==> src/rtl/control_fsm_pkg.sv <==
// Shared encodings for the multi-cycle RV32 control FSM: opcodes, immediate formats,
// FSM states, PC/writeback mux selects and the instruction class produced by the decoder.
package control_fsm_pkg;

   localparam logic [6:0] OPC_LOAD   = 7'h03;
   localparam logic [6:0] OPC_OP_IMM = 7'h13;
   localparam logic [6:0] OPC_AUIPC  = 7'h17;
   localparam logic [6:0] OPC_STORE  = 7'h23;
   localparam logic [6:0] OPC_OP     = 7'h33;
   localparam logic [6:0] OPC_LUI    = 7'h37;
   localparam logic [6:0] OPC_BRANCH = 7'h63;
   localparam logic [6:0] OPC_JALR   = 7'h67;
   localparam logic [6:0] OPC_JAL    = 7'h6F;

   typedef enum logic [2:0] {
      I_IMM = 3'd0,
      S_IMM = 3'd1,
      B_IMM = 3'd2,
      J_IMM = 3'd3,
      U_IMM = 3'd4
   } imm_sel_e;

   typedef enum logic [2:0] {
      ST_FETCH  = 3'd0,
      ST_DECODE = 3'd1,
      ST_EXEC   = 3'd2,
      ST_MEM    = 3'd3,
      ST_WB     = 3'd4,
      ST_HALT   = 3'd5
   } state_e;

   typedef enum logic [1:0] {
      PC_PLUS4 = 2'd0,
      PC_IMM   = 2'd1,
      PC_ALU   = 2'd2
   } pc_sel_e;

   typedef enum logic [1:0] {
      WB_ALU  = 2'd0,
      WB_LOAD = 2'd1,
      WB_PC4  = 2'd2
   } wb_sel_e;

   typedef enum logic [3:0] {
      CL_OP_IMM  = 4'd0,
      CL_OP      = 4'd1,
      CL_LOAD    = 4'd2,
      CL_STORE   = 4'd3,
      CL_BRANCH  = 4'd4,
      CL_JAL     = 4'd5,
      CL_JALR    = 4'd6,
      CL_LUI     = 4'd7,
      CL_AUIPC   = 4'd8,
      CL_ILLEGAL = 4'd9
   } op_class_e;

endpackage

==> src/rtl/control_fsm_if.sv <==
// Instruction/data memory handshake bundle between the control FSM (master)
// and the memory system (slave).
interface control_fsm_if;
   logic imem_req;
   logic imem_ack;
   logic dmem_req;
   logic dmem_we;
   logic dmem_ack;

   modport master (output imem_req, output dmem_req, output dmem_we,
                   input  imem_ack, input  dmem_ack);
   modport slave  (input  imem_req, input  dmem_req, input  dmem_we,
                   output imem_ack, output dmem_ack);
endinterface

==> src/rtl/control_fsm_opcode_decode.sv <==
// Combinational opcode classifier: maps inst[6:0] to an instruction class and
// immediate format. Anything with inst[1:0] != 2'b11 or an unlisted opcode is illegal.
module opcode_decode
   import control_fsm_pkg::*;
(
   input  logic [6:0] i_opcode,
   output op_class_e  o_class,
   output imm_sel_e   o_imm_sel
);

   always_comb begin
      o_class   = CL_ILLEGAL;
      o_imm_sel = I_IMM;
      if (i_opcode[1:0] == 2'b11) begin
         case (i_opcode)
            OPC_OP_IMM: begin o_class = CL_OP_IMM; o_imm_sel = I_IMM; end
            OPC_OP:     begin o_class = CL_OP;     o_imm_sel = I_IMM; end
            OPC_LOAD:   begin o_class = CL_LOAD;   o_imm_sel = I_IMM; end
            OPC_STORE:  begin o_class = CL_STORE;  o_imm_sel = S_IMM; end
            OPC_BRANCH: begin o_class = CL_BRANCH; o_imm_sel = B_IMM; end
            OPC_JAL:    begin o_class = CL_JAL;    o_imm_sel = J_IMM; end
            OPC_JALR:   begin o_class = CL_JALR;   o_imm_sel = I_IMM; end
            OPC_LUI:    begin o_class = CL_LUI;    o_imm_sel = U_IMM; end
            OPC_AUIPC:  begin o_class = CL_AUIPC;  o_imm_sel = U_IMM; end
            default:    begin o_class = CL_ILLEGAL; o_imm_sel = I_IMM; end
         endcase
      end
   end

endmodule

==> src/rtl/control_fsm.sv <==
// Multi-cycle RV32 control FSM (FETCH/DECODE/EXEC/MEM/WB/HALT) with a memory-ack watchdog.
// Define ILLEGAL_TRAP_EN to halt on unknown opcodes and expose a sticky illegal_op flag.
module control_fsm
   import control_fsm_pkg::*;
#(
   parameter int TIMEOUT_CYC = 16
)
(
   input  logic                clk,
   input  logic                rst,
   control_fsm_if.master       mem,
   input  logic [31:0]         inst,
   input  logic                br_taken,
   output logic                ir_we,
   output logic                pc_we,
   output logic [1:0]          pc_sel,
   output logic [2:0]          ImmSel,
   output logic                alu_src_b,
   output logic                reg_we,
   output logic [1:0]          wb_sel,
   output logic [2:0]          state,
   output logic                bus_err
`ifdef ILLEGAL_TRAP_EN
   ,
   output logic                illegal_op
`endif
);

   localparam int            CW        = $clog2(TIMEOUT_CYC + 1);
   localparam logic [CW-1:0] LAST_WAIT = CW'(TIMEOUT_CYC - 1);

   state_e        r_state;
   state_e        w_next;
   logic [CW-1:0] r_wait_cnt;
   imm_sel_e      r_imm_sel;
   op_class_e     r_class;
   logic          r_bus_err;
   op_class_e     w_dec_class;
   imm_sel_e      w_dec_imm;
   logic          w_timeout;
   logic          w_set_bus_err;
   logic          w_set_illegal;
   logic          w_imem_req;
   logic          w_dmem_req;
   logic          w_dmem_we;
   logic          w_unused_inst;

   assign w_unused_inst = &{1'b0, inst[31:7]};

   opcode_decode u_decode (
      .i_opcode  (inst[6:0]),
      .o_class   (w_dec_class),
      .o_imm_sel (w_dec_imm)
   );

   assign w_timeout = (r_wait_cnt == LAST_WAIT);

   // Class and immediate format are captured in DECODE so they stay valid to the end of the instruction.
   always_ff @(posedge clk or posedge rst) begin
      if (rst) begin
         r_state    <= ST_FETCH;
         r_wait_cnt <= '0;
         r_bus_err  <= 1'b0;
         r_imm_sel  <= I_IMM;
         r_class    <= CL_OP_IMM;
      end else begin
         r_state <= w_next;
         if (w_next != r_state)
            r_wait_cnt <= '0;
         else if (r_state == ST_FETCH || r_state == ST_MEM)
            r_wait_cnt <= r_wait_cnt + 1'b1;
         if (r_state == ST_DECODE) begin
            r_imm_sel <= w_dec_imm;
            r_class   <= w_dec_class;
         end
         if (w_set_bus_err)
            r_bus_err <= 1'b1;
      end
   end

`ifdef ILLEGAL_TRAP_EN
   logic r_illegal;

   always_ff @(posedge clk or posedge rst) begin
      if (rst)
         r_illegal <= 1'b0;
      else if (w_set_illegal)
         r_illegal <= 1'b1;
   end

   assign illegal_op = r_illegal;
`endif

   always_comb begin
      w_next        = r_state;
      w_imem_req    = 1'b0;
      w_dmem_req    = 1'b0;
      w_dmem_we     = 1'b0;
      ir_we         = 1'b0;
      pc_we         = 1'b0;
      pc_sel        = PC_PLUS4;
      alu_src_b     = 1'b0;
      reg_we        = 1'b0;
      wb_sel        = WB_ALU;
      ImmSel        = r_imm_sel;
      w_set_bus_err = 1'b0;
      w_set_illegal = 1'b0;
      case (r_state)
         ST_FETCH: begin
            w_imem_req = 1'b1;
            if (mem.imem_ack) begin
               ir_we  = 1'b1;
               w_next = ST_DECODE;
            end else if (w_timeout) begin
               w_set_bus_err = 1'b1;
               w_next        = ST_HALT;
            end
         end
         ST_DECODE: begin
            ImmSel = w_dec_imm;
            w_next = ST_EXEC;
`ifdef ILLEGAL_TRAP_EN
            if (w_dec_class == CL_ILLEGAL) begin
               w_set_illegal = 1'b1;
               w_next        = ST_HALT;
            end
`endif
         end
         ST_EXEC: begin
            alu_src_b = !(r_class inside {CL_OP, CL_BRANCH});
            case (r_class)
               CL_LOAD, CL_STORE: w_next = ST_MEM;
               CL_BRANCH: begin
                  pc_we  = 1'b1;
                  pc_sel = br_taken ? PC_IMM : PC_PLUS4;
                  w_next = ST_FETCH;
               end
               CL_ILLEGAL: begin
                  pc_we  = 1'b1;
                  pc_sel = PC_PLUS4;
                  w_next = ST_FETCH;
               end
               default: w_next = ST_WB;
            endcase
         end
         ST_MEM: begin
            w_dmem_req = 1'b1;
            w_dmem_we  = (r_class == CL_STORE);
            if (mem.dmem_ack) begin
               if (r_class == CL_STORE) begin
                  pc_we  = 1'b1;
                  pc_sel = PC_PLUS4;
                  w_next = ST_FETCH;
               end else begin
                  w_next = ST_WB;
               end
            end else if (w_timeout) begin
               w_set_bus_err = 1'b1;
               w_next        = ST_HALT;
            end
         end
         ST_WB: begin
            reg_we = 1'b1;
            pc_we  = 1'b1;
            case (r_class)
               CL_LOAD: wb_sel = WB_LOAD;
               CL_JAL:  begin wb_sel = WB_PC4; pc_sel = PC_IMM; end
               CL_JALR: begin wb_sel = WB_PC4; pc_sel = PC_ALU; end
               default: wb_sel = WB_ALU;
            endcase
            w_next = ST_FETCH;
         end
         ST_HALT: w_next = ST_HALT;
         default: w_next = ST_FETCH;
      endcase
      // Reset kills every strobe at once, even while the state register is already FETCH.
      if (rst) begin
         w_imem_req = 1'b0;
         w_dmem_req = 1'b0;
         w_dmem_we  = 1'b0;
         ir_we      = 1'b0;
         pc_we      = 1'b0;
         reg_we     = 1'b0;
      end
   end

   assign mem.imem_req = w_imem_req;
   assign mem.dmem_req = w_dmem_req;
   assign mem.dmem_we  = w_dmem_we;
   assign state        = r_state;
   assign bus_err      = r_bus_err;

endmodule

==> src/flat_wrapper.sv <==
// flat-port wrapper written by rule: the top's interface ports become plain ports
module control_fsm_flat import control_fsm_pkg::*;
#(
   parameter int TIMEOUT_CYC = 16
)
  (clk, rst, inst, br_taken, ir_we, pc_we, pc_sel, ImmSel, alu_src_b, reg_we, wb_sel, state, bus_err, mem_imem_req, mem_dmem_req, mem_dmem_we, mem_imem_ack, mem_dmem_ack);
  control_fsm_if mem_i ();
  input  logic clk;
  input  logic rst;
  input  logic [31:0] inst;
  input  logic br_taken;
  output logic ir_we;
  output logic pc_we;
  output logic [1:0] pc_sel;
  output logic [2:0] ImmSel;
  output logic alu_src_b;
  output logic reg_we;
  output logic [1:0] wb_sel;
  output logic [2:0] state;
  output logic bus_err;
  output wire logic [$bits(mem_i.imem_req)-1:0] mem_imem_req;
  output wire logic [$bits(mem_i.dmem_req)-1:0] mem_dmem_req;
  output wire logic [$bits(mem_i.dmem_we)-1:0] mem_dmem_we;
  input wire logic [$bits(mem_i.imem_ack)-1:0] mem_imem_ack;
  input wire logic [$bits(mem_i.dmem_ack)-1:0] mem_dmem_ack;
  assign mem_imem_req = mem_i.imem_req;
  assign mem_dmem_req = mem_i.dmem_req;
  assign mem_dmem_we = mem_i.dmem_we;
  assign mem_i.imem_ack = mem_imem_ack;
  assign mem_i.dmem_ack = mem_dmem_ack;
  control_fsm #(.TIMEOUT_CYC(TIMEOUT_CYC)) u_core (.clk(clk), .rst(rst), .mem(mem_i), .inst(inst), .br_taken(br_taken), .ir_we(ir_we), .pc_we(pc_we), .pc_sel(pc_sel), .ImmSel(ImmSel), .alu_src_b(alu_src_b), .reg_we(reg_we), .wb_sel(wb_sel), .state(state), .bus_err(bus_err));
endmodule
==> config.mk <==
export PLATFORM = sky130hd
export DESIGN_NAME = control_fsm_flat
export DESIGN_NICKNAME = d
export VERILOG_FILES = /design/src/rtl/control_fsm_pkg.sv /design/src/rtl/control_fsm_if.sv /design/src/rtl/control_fsm_opcode_decode.sv /design/src/rtl/control_fsm.sv /design/src/flat_wrapper.sv
export SDC_FILE = /design/constraint.sdc
export NUM_CORES = 1
export LEC_CHECK = 0
export BUFFER_PORTS_ARGS = -buffer_cell sky130_fd_sc_hd__buf_2
export CAP_MARGIN = 30
export CORE_AREA = 2 2 56 58
export DETAILED_ROUTE_END_ITERATION = 10
export DIE_AREA = 0 0 58 60
export PLACE_DENSITY = 0.86
export SETUP_SLACK_MARGIN = 0.15
export SYNTH_ARGS = -nofsm -noshare
export SYNTH_HDL_FRONTEND = slang
export SYNTH_HIERARCHICAL = 1
export SYNTH_SLANG_ARGS = --single-unit
==> constraint.sdc <==
create_clock -name clk -period 2.1 [get_ports clk]
set_clock_uncertainty 0.1 [all_clocks]
set_input_delay 0 -clock clk [delete_from_list [all_inputs] [get_ports clk]]
set_output_delay 0 -clock clk [all_outputs]
set_load 0.05 [all_outputs]
; Yosys cells after proc, flatten, opt, wreduce, memory -nomap -nowiden
; Cells that the tools add are included.
[totals]
out_inout_bits = 18
reg_bits = 16
word_cells = 79
input_bits = 37
[op_classes]
n_eq_ne = 24
n_reduce_logical = 9
mux = 40
add_sub_neg = 1
[op_table]
columns = op, count
row1 = $pmux 4 s9, 1
row2 = $eq 7x6->1 const B, 3
row3 = $eq 7x7->1 const B, 3
row4 = $mux 1, 20
row5 = $mux 3, 6
row6 = $pmux 3 s5, 1
row7 = $eq 7x5->1 const B, 2
row8 = $eq 4x3->1 const B, 3
row9 = $pmux 2 s2, 3
row10 = $pmux 3 s4, 1
row11 = $mux 5, 2
row12 = $eq 4x2->1 const B, 2
row13 = $reduce_or 2->1, 4
row14 = $eq 7x2->1 const B, 1
row15 = $eq 3x2->1 const B, 2
row16 = $eq 3x3->1 const B, 2
row17 = $pmux 3 s2, 1
row18 = $add 5x1->5 const B, 1
row19 = $eq 5x4->1 const B, 1
row20 = $eq 4x1->1 const B, 1
row21 = $eq 4x4->1 const B, 1
row22 = $mux 2, 2
row23 = $mux 4, 1
row24 = $reduce_bool 2->1, 2
row25 = other kinds (8), 8

; Longest topological paths before layout
; Gate-level depths: netlist of run 1.
[depth]
word_depth = 6
depth_mapped = 6
ltp_nobuf = 6

; By module
; The synthesis of run 1 kept the hierarchy.
[modules_own_cells]
columns = module, area_each_um2, cells_each, n_inst
row1 = control_fsm, 1114.8, 110, 1
row2 = opcode_decode, 172.7, 27, 1

; Worst setup path after synthesis of run 1
; No wires, ideal clock.
[synth_path]
kind = reg2out
from = reg u_core.r_state[1], in the netlist u_core/state[1]
to = out pc_sel[0]
arrival_time_ns = 2.953
stages_incl_launch_ff = 6
setup_slack_ns = -0.953
n_path_buf = 2
path_cell_list = dfrtp_1 > buf_4 > buf_1 > nor3b_2 > a22oi_1 > nor4b_1
[synth_via]
elab_chain_len = 2
elab_cells_between_ends = 3
classes_between = eq/ne (2) / mux (1)
[synth_lines]
columns = item, line
row1 = "start, declared", control_fsm.sv:32  ; state_e r_state;
row2 = "start signal, assigned", control_fsm.sv:67  ; r_state <= w_next;
row3 = $eq 3x3->1 / $eq 3x2->1 (equally long branches), control_fsm.sv:108  ; case (r_state)
row4 = $pmux 2 s2 (*), control_fsm.sv:108
row5 = "end, declared", flat_wrapper.sv:14  ; output logic [1:0] pc_sel;
; Every way passes the cells marked *; elsewhere a longest branch is shown, timed or not.

; Worst setup path in the final report of run 1
[layout_path]
from = reg u_core.r_state[0], in the netlist u_core/state[0]
to = out pc_sel[1]
; Same word-level chain as after synthesis.

==> results of run 1 <==
-- synthesized netlist by cell type, drive strengths merged, types with 5 or more instances --
| cell type | count |
|---|---|
| a211oi | 7 |
| buf | 7 |
| dfrtp | 16 |
| inv | 5 |
| mux2 | 7 |
| nand2 | 5 |
| nand3 | 5 |
| nor2 | 8 |
| nor3 | 5 |
| nor3b | 5 |
| o21ai | 6 |
-- where the power goes --
group	leakage [uW]	switching, uW	total [uW]	internal (uW)
Clock	0.0000210	102	207	106
Sequential	0.000203	167	556	389
Combinational	0.000470	623	1050	425
Total	0.000694	891	1810	920
-- per-stage QoR --
step	setup slack, ns	hold slack (ns)	instances
floorplan	0.119	-0.186	137
global placement	0.259	0.0982	192
detailed placement	0.189	0.108	192
CTS	0.141	0.0273	200
global route	0.149	0.0395	204
finish	0.218	0.0358	204
-- layout make-up --
class | count | area share
clock buffers | 4 | 0.0219
inverters | 5 | 0.0113
multi-input cells | 106 | 0.548
flip-flops and latches | 16 | 0.250
well taps | 33 | 0.0250
repair buffers | 40 | 0.144
-- logic make-up (layout without fill, tap and decap cells) --
family                     Yosys count  in the layout  synth area share
DFF                                 16             16             0.311
xor gates and xnor gates             4              4            0.0418
buffers and inverters               15             49            0.0632
muxes                                7              7            0.0612
adders and majority gates            2              2            0.0194
and+or+nand+nor                     62             62             0.325
AOI/OAI and AO/OA                   31             31             0.179
-- worst max-delay path: stages (launching register included) --
cell and delay (ns):
dfrtp_4 0.57, nor3b_2 0.28, nand3b_1 0.20, nor3b_4 0.22
buf_4 0.22
-- sequential cells by signal (all words and copies together), names as in the netlist --
name               flops
u_core/state           3
u_core/r_wait_cnt      5
u_core/r_class         4
u_core/r_imm_sel       3
u_core/bus_err         1
-- metal layers --
layer | wire, um | track usage
met3 | 137 | 0.0390
met4 | 18 | 0.0498
met5 | 0 | 0
met1 | 1290 | 0.233
met2 | 1730 | 0.349
-- worst max-delay path by stage --
stage	from	end	slack, ns	cells past startpoint
2_1_floorplan	u_core/state[0]	pc_sel[0]	0.12	5
3_3_place_gp	u_core/r_wait_cnt[0]	u_core/r_wait_cnt[0]	0.26	6
3_5_place_dp	u_core/r_wait_cnt[0]	u_core/r_wait_cnt[1]	0.19	6
4_1_cts	u_core/state[0]	ImmSel[0]	0.14	3
5_1_grt	u_core/state[0]	pc_sel[1]	0.15	4
6_report	u_core/state[0]	pc_sel[1]	0.22	4
-- cells in the final DEF (no fill, tap or decap), types with 4 or more instances in the layout --
master	count
a211oi_1	4
buf_2	27
buf_4	11
dfrtp_1	11
inv_1	4
mux2_2	7
nand2_1	5
nand2b_1	4
nand3_1	5
nor2_1	5
nor3_1	4
o21ai_0	6
-- timing repair --
action / in CTS / in global routing
pin swaps: 0 / 1
buffers inserted: 2 / 4
gates resized for setup: 7 / 5
endpoints found under the setup margin: 7 / 13
endpoints found under the hold margin: 17 / 0
hold buffers: 2 / 0
==> results by group, run 1 <==
STA
  – Worst-margin pin slew: between 0.6 and 0.7 ns
  – Worst slew margin: 0.578
  – Setup tns final: 0 ns
  – Max Freq: about 530 MHz
  – Setup violations, final: 0
  – Period minus WS final: between 1.5 and 2 ns
  – Final Hold Vio Count: 0
  – RSZ-0062 raised after global routing: false
  – Final Max Tran Viols: 0
  – Tcrit/Tclk final: 0.896

Routing
  – Final Routed Wirelength: ~3200 um
  – Via density: roughly 6
  – Drt wl/cell: between 15 and 20 um
  – Vias: roughly 1200
  – Residual DRC count: 0
  – DR iter-0 viols: 46
  – Post-route ant nets: 0
  – DRT Pass-1 Iters: 4

Finish
  – Fraction of layout cells with a size suffix above 1: 0.468
  – Area Growth Syn to Fin: 28.5%
  – Area of the multi-input gates: between 900 and 1000 um^2
  – Number of fillers in the final layout: between 200 and 250
  – Diodes inserted: 0
  – FF+latch area: 414 um^2
  – Layout Nets: roughly 210
  – Design Area, Final: between 1500 and 2000 um^2
  – Finished Core Util: 0.570

Clock tree
  – Clock tree buffer depth: 2
  – CTS clock-pin slew for the worst setup and hold paths: about 0.1 ns
  – TritonCTS buffer count: 3
  – Worst skew pair latency: about 0.29 ns
  – CTS tree: built
  – Clk sinks: 16
  – CTS root buf: clkbuf_4
  – H-tree levels: 1

Outcome
  – Status: finished, final reports clean

Worst hold path
  – HP Class: input pin to register
  – Hold wc startpoint: inst[3]
  – Hold Path Stages: 3
  – Worst Hold Path EP: u_core/r_class[0]

Critical path
  – Crit path required time: 2.00 ns
  – FF-to-FF Start: u_core/state[0]
  – CP endpoint kind: output port
  – FF-to-FF setup slack: roughly 0.25 ns
  – Setup crit start kind: register
  – CP max FO: 14
  – Arr. time, crit path: between 1.5 and 2 ns
  – R2R cell count: 4
  – Reg-to-reg critical path endpoint: u_core/r_wait_cnt[3]
  – Kind of critical path: register to output port

Synth
  – Asr flop ratio synth: 1.00
  – Number of synthesized flops with an enable pin: 0
  – Post-synth top flop: dfrtp_1
  – Top cells by area, synth: dfrtp_1 31%, mux2_2 6.1%, a211oi_2 2.9%
  – Mapped Nets: between 150 and 200
  – Synth Warn #: 6
  – Yosys reg bits: 16
  – Post-synth cell types: 53
  – Cells after synthesis: between 100 and 150
  – Mapped Avg Cell Area: roughly 9.4 um^2
  – Post-Syn Area: 1290 um^2
  – Register area share after synthesis: 0.311
  – Synth top area share: 0.311
  – Yosys top cell by area: dfrtp_1

Die
  – Starting density of the core: 0.444
  – Core Footprint: between 2000 and 3000 um^2
  – Width of the die: between 50 and 60 um
  – Cell row count: 20
  – I/O pin count: 55
  – Height of the die: ~60 um
  – Die footprint: 3480 um^2

GRT
  – Vias in the first global route: between 1000 and 1500
  – Gr ovfl total: 0
  – First-pass GRT wire length: around 5200 um
  – Initial antenna violation count: 0
  – Largest net degree at the start of global routing: 21
  – All-layer global routing usage: 0.193

Placed design
  – DP HPWL: ~2100 um
  – Port bufs: 29
  – Post-Place Cell Area: ~1500 um^2
  – RD Place Congestion: around 0.8

Pwr
  – Cell area power density: between 1000 and 1500 nW/um^2
  – Power Total: between 1500 and 2000 uW
  – VDD IR-drop max: roughly 0.00090 V
  – Pleak: 0.000694 uW

Job
  – Max_cap viols: 0
No activity file was read; power rests on OpenSTA's default activity.
==> run 2, diff against run 1 <==
--- a/config.mk
+++ b/config.mk
@@ -7,10 +7,10 @@
 export LEC_CHECK = 0
 export BUFFER_PORTS_ARGS = -buffer_cell sky130_fd_sc_hd__buf_2
 export CAP_MARGIN = 30
-export CORE_AREA = 2 2 56 58
+export CORE_AREA = 2 2 54 56
 export DETAILED_ROUTE_END_ITERATION = 10
-export DIE_AREA = 0 0 58 60
-export PLACE_DENSITY = 0.86
+export DIE_AREA = 0 0 56 58
+export PLACE_DENSITY = 0.91
 export SETUP_SLACK_MARGIN = 0.15
 export SYNTH_ARGS = -nofsm -noshare
 export SYNTH_HDL_FRONTEND = slang
==> constraint.sdc (replaced) <==
create_clock -name clk -period 2.17 [get_ports clk]
set_clock_uncertainty 0.1 [all_clocks]
set_input_delay 0 -clock clk [delete_from_list [all_inputs] [get_ports clk]]
set_output_delay 0 -clock clk [all_outputs]
set_load 0.05 [all_outputs]
==> results by group, run 2 (same netlist as run 1, synthesis figures left out) <==
Finish
  – Commonest non-fill, non-tap cell in the layout: buf_2
  – Commonest cells after routing, fill and taps aside: 29 x buf_2, 10 x dfrtp_1, 7 x mux2_2
  – Area Growth Syn to Fin: 24.7%
  – Design Area, Final: 1610 um^2 (-3.0%)
  – Diodes inserted: 0 (unchanged)
  – Largest register FFs: 5 (unchanged)
  – Most flops, register: u_core/r_wait_cnt
  – Layout Nets: 205 (-2.8%)
  – Top flop regs: u_core/r_wait_cnt (5), u_core/r_class (4)
  – Finished Core Util: 0.603 (+0.0331)
  – Fraction of layout cells with a size suffix above 1: 0.467 (-0.00117)
  – Number of fillers in the final layout: 221 (-9.8%)

STA
  – Setup tns final: 0 ns (unchanged)
  – Final WS setup: 0.230 ns (+0.0129 ns)
  – Max Freq: 516 MHz
  – Worst-margin pin slew: 0.616 ns (-0.0163 ns)
  – Final Max Tran Viols: 0 (unchanged)
  – Period minus WS final: 1.94 ns
  – Setup violations, final: 0 (unchanged)
  – Tcrit/Tclk final: 0.894
  – Final Hold Vio Count: 0 (unchanged)
  – Worst slew margin: 0.589 (+0.0109)
  – RSZ-0062 raised after global routing: false

Placed design
  – Port bufs: 29 (unchanged)
  – DP HPWL: 1910 um (-8.8%)
  – Post-Place Cell Area: 1480 um^2 (-2.4%)
  – RD Place Congestion: 0.773 (-3.0%)
  – Dpl ws: 0.192 ns (+0.00343 ns)

Routing
  – Residual DRC count: 0 (unchanged)
  – Drt wl/cell: 15.2 um (-2.1%)
  – Wire length on met2: 1490 um (-14%)
  – Vias: 1194 (-2.8%)
  – Final Routed Wirelength: 2980 um (-6.0%)
  – DR iter-0 viols: 53 (+15%)
  – Met3 WL: 157 um (+15%)
  – DRT Pass-1 Iters: 4 (unchanged)
  – Post-route ant nets: 0 (unchanged)
  – Max layer used: met4
  – Wire length on met1: 1310 um (+1.6%)
  – Via density: 6.09 (+1.2%)

GRT
  – Largest net degree at the start of global routing: 26 (+24%)
  – Vias in the first global route: 1080 (-4.7%)
  – Initial antenna violation count: 0 (unchanged)
  – First-pass GRT wire length: 4570 um (-12%)
  – Gr ovfl total: 0 (unchanged)
  – All-layer global routing usage: 0.173 (-0.0198)

Clock tree
  – Worst skew pair latency: 0.29 ns (about the same)
  – Clock tree buffer depth: 2 (unchanged)
  – H-tree levels: 1 (unchanged)
  – CTS clock-pin slew for the worst setup and hold paths: 0.10 ns (about the same)
  – Clk sinks: 16 (unchanged)
  – TritonCTS buffer count: 3 (unchanged)
  – CTS tree: built
  – CTS root buf: clkbuf_4

Die
  – Starting density of the core: 0.484 (+0.0400)
  – Die footprint: 3250 um^2 (-6.7%)
  – I/O pin count: 55 (unchanged)
  – Height of the die: 58 um (-3.3%)
  – Core Footprint: 2660 um^2 (-8.3%)
  – Cell row count: 19 (-5.0%)
  – Width of the die: 56 um (-3.4%)

Pwr
  – Power Total: 1700 uW (-6.0%)
  – Power Internal: 823 uW (-11%)
  – Comb pwr share: 0.573 (-0.006)
  – Seq pwr share: 0.327 (+0.020)
  – Sw frac: 0.516 (+0.0245)
  – VDD IR-drop max: 0.000907 V (+0.56%)
  – Pleak: 0.000645 uW (-7.0%)
  – Net Switching: 879 uW (-1.3%)
  – Cell area power density: 1060 nW/um^2 (-3.1%)
  – Clk pwr share: 0.100 (-0.014)

Critical path
  – Arr. time, crit path: 1.84 ns (+0.06 ns)
  – Kind of critical path: register to output port
  – CP endpoint kind: output port
  – Crit path required time: 2.07 ns (+0.07 ns)
  – Setup crit start kind: register
  – Critical-path top delay cell: dfrtp_4
  – R2R cell count: 6 (+2)
  – Crit-path max cell delay: 0.57 ns (about the same)
  – Crit path cell chain: nor3b_2 -> a22oi_1 -> nor4b_4 -> buf_2
  – CP max FO: 14 (unchanged)

Worst hold path
  – HP Class: input pin to register
  – Hold Path Stages: 4 (+1)

Outcome
  – Status: finished, final reports clean

Job
  – Max_cap viols: 0 (unchanged)
==> run 2: changes by cell type in the layout (fill, tap and decap cells not counted), moves of 2 or more <==
cell	previous run	this run
buf_4	11	2
a211oi_1	4	0
nor3b_2	1	3
a211oi_2	3	6
buf_2	27	29
dfrtp_2	2	4
==> run 2: timing repair <==
action	CTS	global route
setup buffers	1	2
gates resized for setup	2	12
hold buffers	2	0
pin swaps	0	1
endpoints found under the setup margin	5	11
endpoints found under the hold margin	17	0
==> run 2: final timing paths <==
path                                   endpoint  slack, ns            startpoint
min in group asynchronous       u_core/state[2]       0.32                   rst
hold reg to reg                  u_core/bus_err       0.37        u_core/bus_err
setup / recovery                      pc_sel[0]       0.23       u_core/state[2]
max in group asynchronous       u_core/state[1]       1.20                   rst
hold / removal                  u_core/state[2]       0.01          mem_imem_ack
setup reg to reg           u_core/r_wait_cnt[0]       0.28  u_core/r_wait_cnt[0]
==> run 2: power by group through the flow <==
stage	registers (uW)	logic, uW	clock network [uW]
floorplan	500	756	0
global placement	558	793	0
global route	571	1040	187
CTS	569	834	173
finish	556	975	171
detailed placement	569	814	0
==> run 2: area by class of cell <==
type,instances,area [um^2],share of cell area
Timing Repair Buffer,34,188,0.117
Multi-Input combinational cell,106,921,0.574
Clock buffer,4,26.3,0.0164
Inverter,5,18.8,0.0117
Sequential cell,16,413,0.257
Tap cell,31,38.8,0.0242
==> run 2: worst max-delay path, delay by kind of cell, from the launching register on <==
family	cells	cell delay, ns
compound gates	1	0.15
buf+inv	1	0.30
flops	1	0.57
simple gates	2	0.52
==> run 2: per-layer routing <==
layer  up-vias  global-route usage
met2        43               0.303
li1        564                   -
met4         0              0.0714
met5         -                   0
met1       583               0.213
met3         4              0.0290
==> run 2: metrics by stage <==
stage          std cells  hold slack, ns
2_1_floorplan        137          -0.186
3_3_place_gp         187          0.0732
3_5_place_dp         187           0.108
4_1_cts              194         0.00788
5_1_grt              196          0.0521
6_report             196          0.0145
==> run 3, diff against run 2 <==
--- a/config.mk
+++ b/config.mk
@@ -7,11 +7,12 @@
 export LEC_CHECK = 0
 export BUFFER_PORTS_ARGS = -buffer_cell sky130_fd_sc_hd__buf_2
 export CAP_MARGIN = 30
-export CORE_AREA = 2 2 54 56
+export CORE_AREA = 2 2 58 60
 export DETAILED_ROUTE_END_ITERATION = 10
-export DIE_AREA = 0 0 56 58
-export PLACE_DENSITY = 0.91
+export DIE_AREA = 0 0 60 62
+export PLACE_DENSITY = 0.84
 export SETUP_SLACK_MARGIN = 0.15
+export SLEW_MARGIN = 20
 export SYNTH_ARGS = -nofsm -noshare
 export SYNTH_HDL_FRONTEND = slang
 export SYNTH_HIERARCHICAL = 1
==> constraint.sdc (replaced) <==
create_clock -name clk -period 1.7 [get_ports clk]
set_clock_uncertainty 0.1 [all_clocks]
set_input_delay 0 -clock clk [delete_from_list [all_inputs] [get_ports clk]]
set_output_delay 0 -clock clk [all_outputs]
set_load 0.005 [all_outputs]
==> results by group, run 3 (same netlist as run 1, synthesis figures left out) <==
Clock tree
  – H-tree levels: 1 (unchanged)
  – Worst skew pair latency: 0.29 ns (about the same)
  – Clock tree buffer depth: 2 (unchanged)
  – Clk sinks: 16 (unchanged)
  – CTS clock-pin slew for the worst setup and hold paths: 0.10 ns (about the same)
  – CTS root buf: clkbuf_4
  – CTS tree: built
  – TritonCTS buffer count: 3 (unchanged)

Routing
  – Final Routed Wirelength: 3730 um (+25%)
  – Residual DRC count: 0 (unchanged)
  – Vias: 1326 (+11%)
  – Post-route ant nets: 0 (unchanged)
  – DRT Pass-1 Iters: 4 (unchanged)
  – Via density: 5.55 (-8.9%)
  – DR iter-0 viols: 112 (+110%)
  – Drt wl/cell: 15.6 um (+2.5%)

Finish
  – Commonest cells after routing, fill and taps aside: 25 x buf_2, 18 x buf_4, 15 x buf_6
  – Design Area, Final: 2000 um^2 (+25%)
  – Commonest non-fill, non-tap cell in the layout: buf_2
  – Area Growth Syn to Fin: 55.3%
  – Layout Nets: 233 (+14%)
  – Finished Core Util: 0.629 (+0.0260)
  – Largest register FFs: 5 (unchanged)
  – Diodes inserted: 0 (unchanged)
  – Top flop regs: u_core/r_wait_cnt (5), u_core/r_class (4)
  – Most flops, register: u_core/r_wait_cnt
  – Number of fillers in the final layout: 255 (+15%)
  – Fraction of layout cells with a size suffix above 1: 0.601 (+0.134)

GRT
  – Initial antenna violation count: 0 (unchanged)
  – Gr ovfl total: 0 (unchanged)
  – All-layer global routing usage: 0.195 (+0.0219)
  – Vias in the first global route: 1230 (+14%)
  – Largest net degree at the start of global routing: 17 (-35%)
  – First-pass GRT wire length: 5450 um (+19%)

STA
  – Worst slew margin: 0.579 (-0.00991)
  – Final WS setup: -0.0430 ns (-0.273 ns)
  – Setup tns final: -0.182 ns (-0.182 ns)
  – Final Max Tran Viols: 0 (unchanged)
  – RSZ-0062 raised after global routing: true
  – Max Freq: ~570 MHz
  – Period minus WS final: approximately 1.7 ns
  – Setup violations, final: 7 (+7)
  – Final Hold Vio Count: 0 (unchanged)
  – Worst-margin pin slew: 0.631 ns (+0.0148 ns)
  – Tcrit/Tclk final: 1.03

Critical path
  – CP endpoint kind: output port
  – R2R cell count: 5 (-1)
  – Setup crit start kind: register
  – Kind of critical path: register to output port
  – Arr. time, crit path: 1.64 ns (-0.20 ns)
  – FF-to-FF setup slack: -0.02 ns (-0.30 ns)
  – Reg-to-reg critical path endpoint: u_core/r_wait_cnt[4]
  – CP max FO: 4 (-10)
  – FF-to-FF Start: u_core/r_wait_cnt[0]
  – Crit path required time: 1.60 ns (-0.47 ns)

Pwr
  – Cell area power density: 1290 nW/um^2 (+22%)
  – VDD IR-drop max: 0.000521 V (-43%)
  – Sw frac: 0.402 (-0.115)
  – Clk pwr share: 0.100 (about the same)
  – Power Internal: 1550 uW (+88%)
  – Power Total: 2580 uW (+52%)
  – Seq pwr share: 0.220 (-0.107)
  – Net Switching: 1040 uW (+18%)
  – Pleak: 0.000833 uW (+29%)
  – Comb pwr share: 0.680 (+0.107)

Placed design
  – RD Place Congestion: 0.785 (+1.6%)
  – Port bufs: 29 (unchanged)
  – Dpl ws: -0.0717 ns (-0.264 ns)
  – DP HPWL: 2060 um (+7.6%)
  – Post-Place Cell Area: 1570 um^2 (+6.5%)

Worst hold path
  – Hold wc startpoint: inst[3]
  – Worst Hold Path EP: u_core/r_class[0]
  – Hold Path Stages: 3 (-1)
  – HP Class: input pin to register

Die
  – Width of the die: 60 um (+7.1%)
  – Cell row count: 21 (+2)
  – I/O pin count: 55 (unchanged)
  – Core Footprint: 3180 um^2 (+19%)
  – Starting density of the core: 0.405 (-0.0786)
  – Height of the die: 62 um (+6.9%)
  – Die footprint: 3720 um^2 (+15%)

Outcome
  – Failing checks: negative setup slack
  – Status: finished, violations left

Job
  – Max_cap viols: 0 (unchanged)
==> run 3: cell count changes in the layout (fill, tap and decap cells not counted), sizes merged <==
cell	delta
clkbuf	-1
buf	+29
==> run 3: power groups by stage <==
stage	registers (uW)	logic [uW]	clock network, uW
3_5_place_dp	584	1100	0
4_1_cts	558	1560	261
5_1_grt	580	1880	294
2_1_floorplan	534	769	0
6_report	568	1760	258
3_3_place_gp	579	1070	0
==> run 3: repair_timing <==
action | 4_1_cts | 5_1_grt
setup endpoints to repair | 22 | 22
resized for setup | 36 | 17
hold endpoints to repair | 17 | 0
pin swaps | 10 | 14
cloned | 1 | 0
buffers inserted | 11 | 7
hold buffers | 2 | 0
==> run 3: final cells by class <==
cell class,instances,area (um^2),area share
Multi-Input combinational cell,106,991,0.496
Timing Repair Buffer,62,489,0.245
Sequential cell,16,407,0.203
Tap cell,46,57.6,0.0288
Clock buffer,4,36.3,0.0181
Inverter,5,18.8,0.00939
==> run 3: worst max-delay path by stage <==
stage / slack [ns] / cells past startpoint / from / to
after global routing: -0.12 / 5 / u_core/state[1] / ImmSel[2]
after floorplan: 0.02 / 5 / u_core/r_wait_cnt[1] / u_core/r_wait_cnt[4]
final: -0.04 / 5 / u_core/state[1] / ImmSel[0]
after CTS: -0.04 / 5 / u_core/state[1] / ImmSel[1]
after detailed placement: -0.07 / 7 / u_core/r_wait_cnt[1] / u_core/r_wait_cnt[2]
after global placement: -0.01 / 5 / u_core/r_wait_cnt[1] / u_core/r_wait_cnt[4]
==> run 3: per-stage QoR <==
| stage | std cells | hold slack (ns) |
|---|---|---|
| global placement | 215 | 0.0401 |
| CTS | 233 | 0.0159 |
| global route | 239 | 0.0551 |
| floorplan | 137 | -0.186 |
| detailed placement | 215 | 0.0521 |
| finish | 239 | 0.0353 |
==> run 3: worst max-delay path, cell delays in order (launching register included) <==
cell and delay [ns]:
dfrtp_2 0.46, buf_12 0.15, nor3b_4 0.19, buf_6 0.14, mux2_4 0.31, buf_6 0.12
==> run 3: per-layer routing <==
metal  vias to the layer above  track usage  part of all wire
li1                        628            -                 -
met4                         0       0.0762             0.017
met2                        38        0.363              0.53
met5                         -            0                 0
met3                         8       0.0248             0.033
met1                       652        0.226              0.42
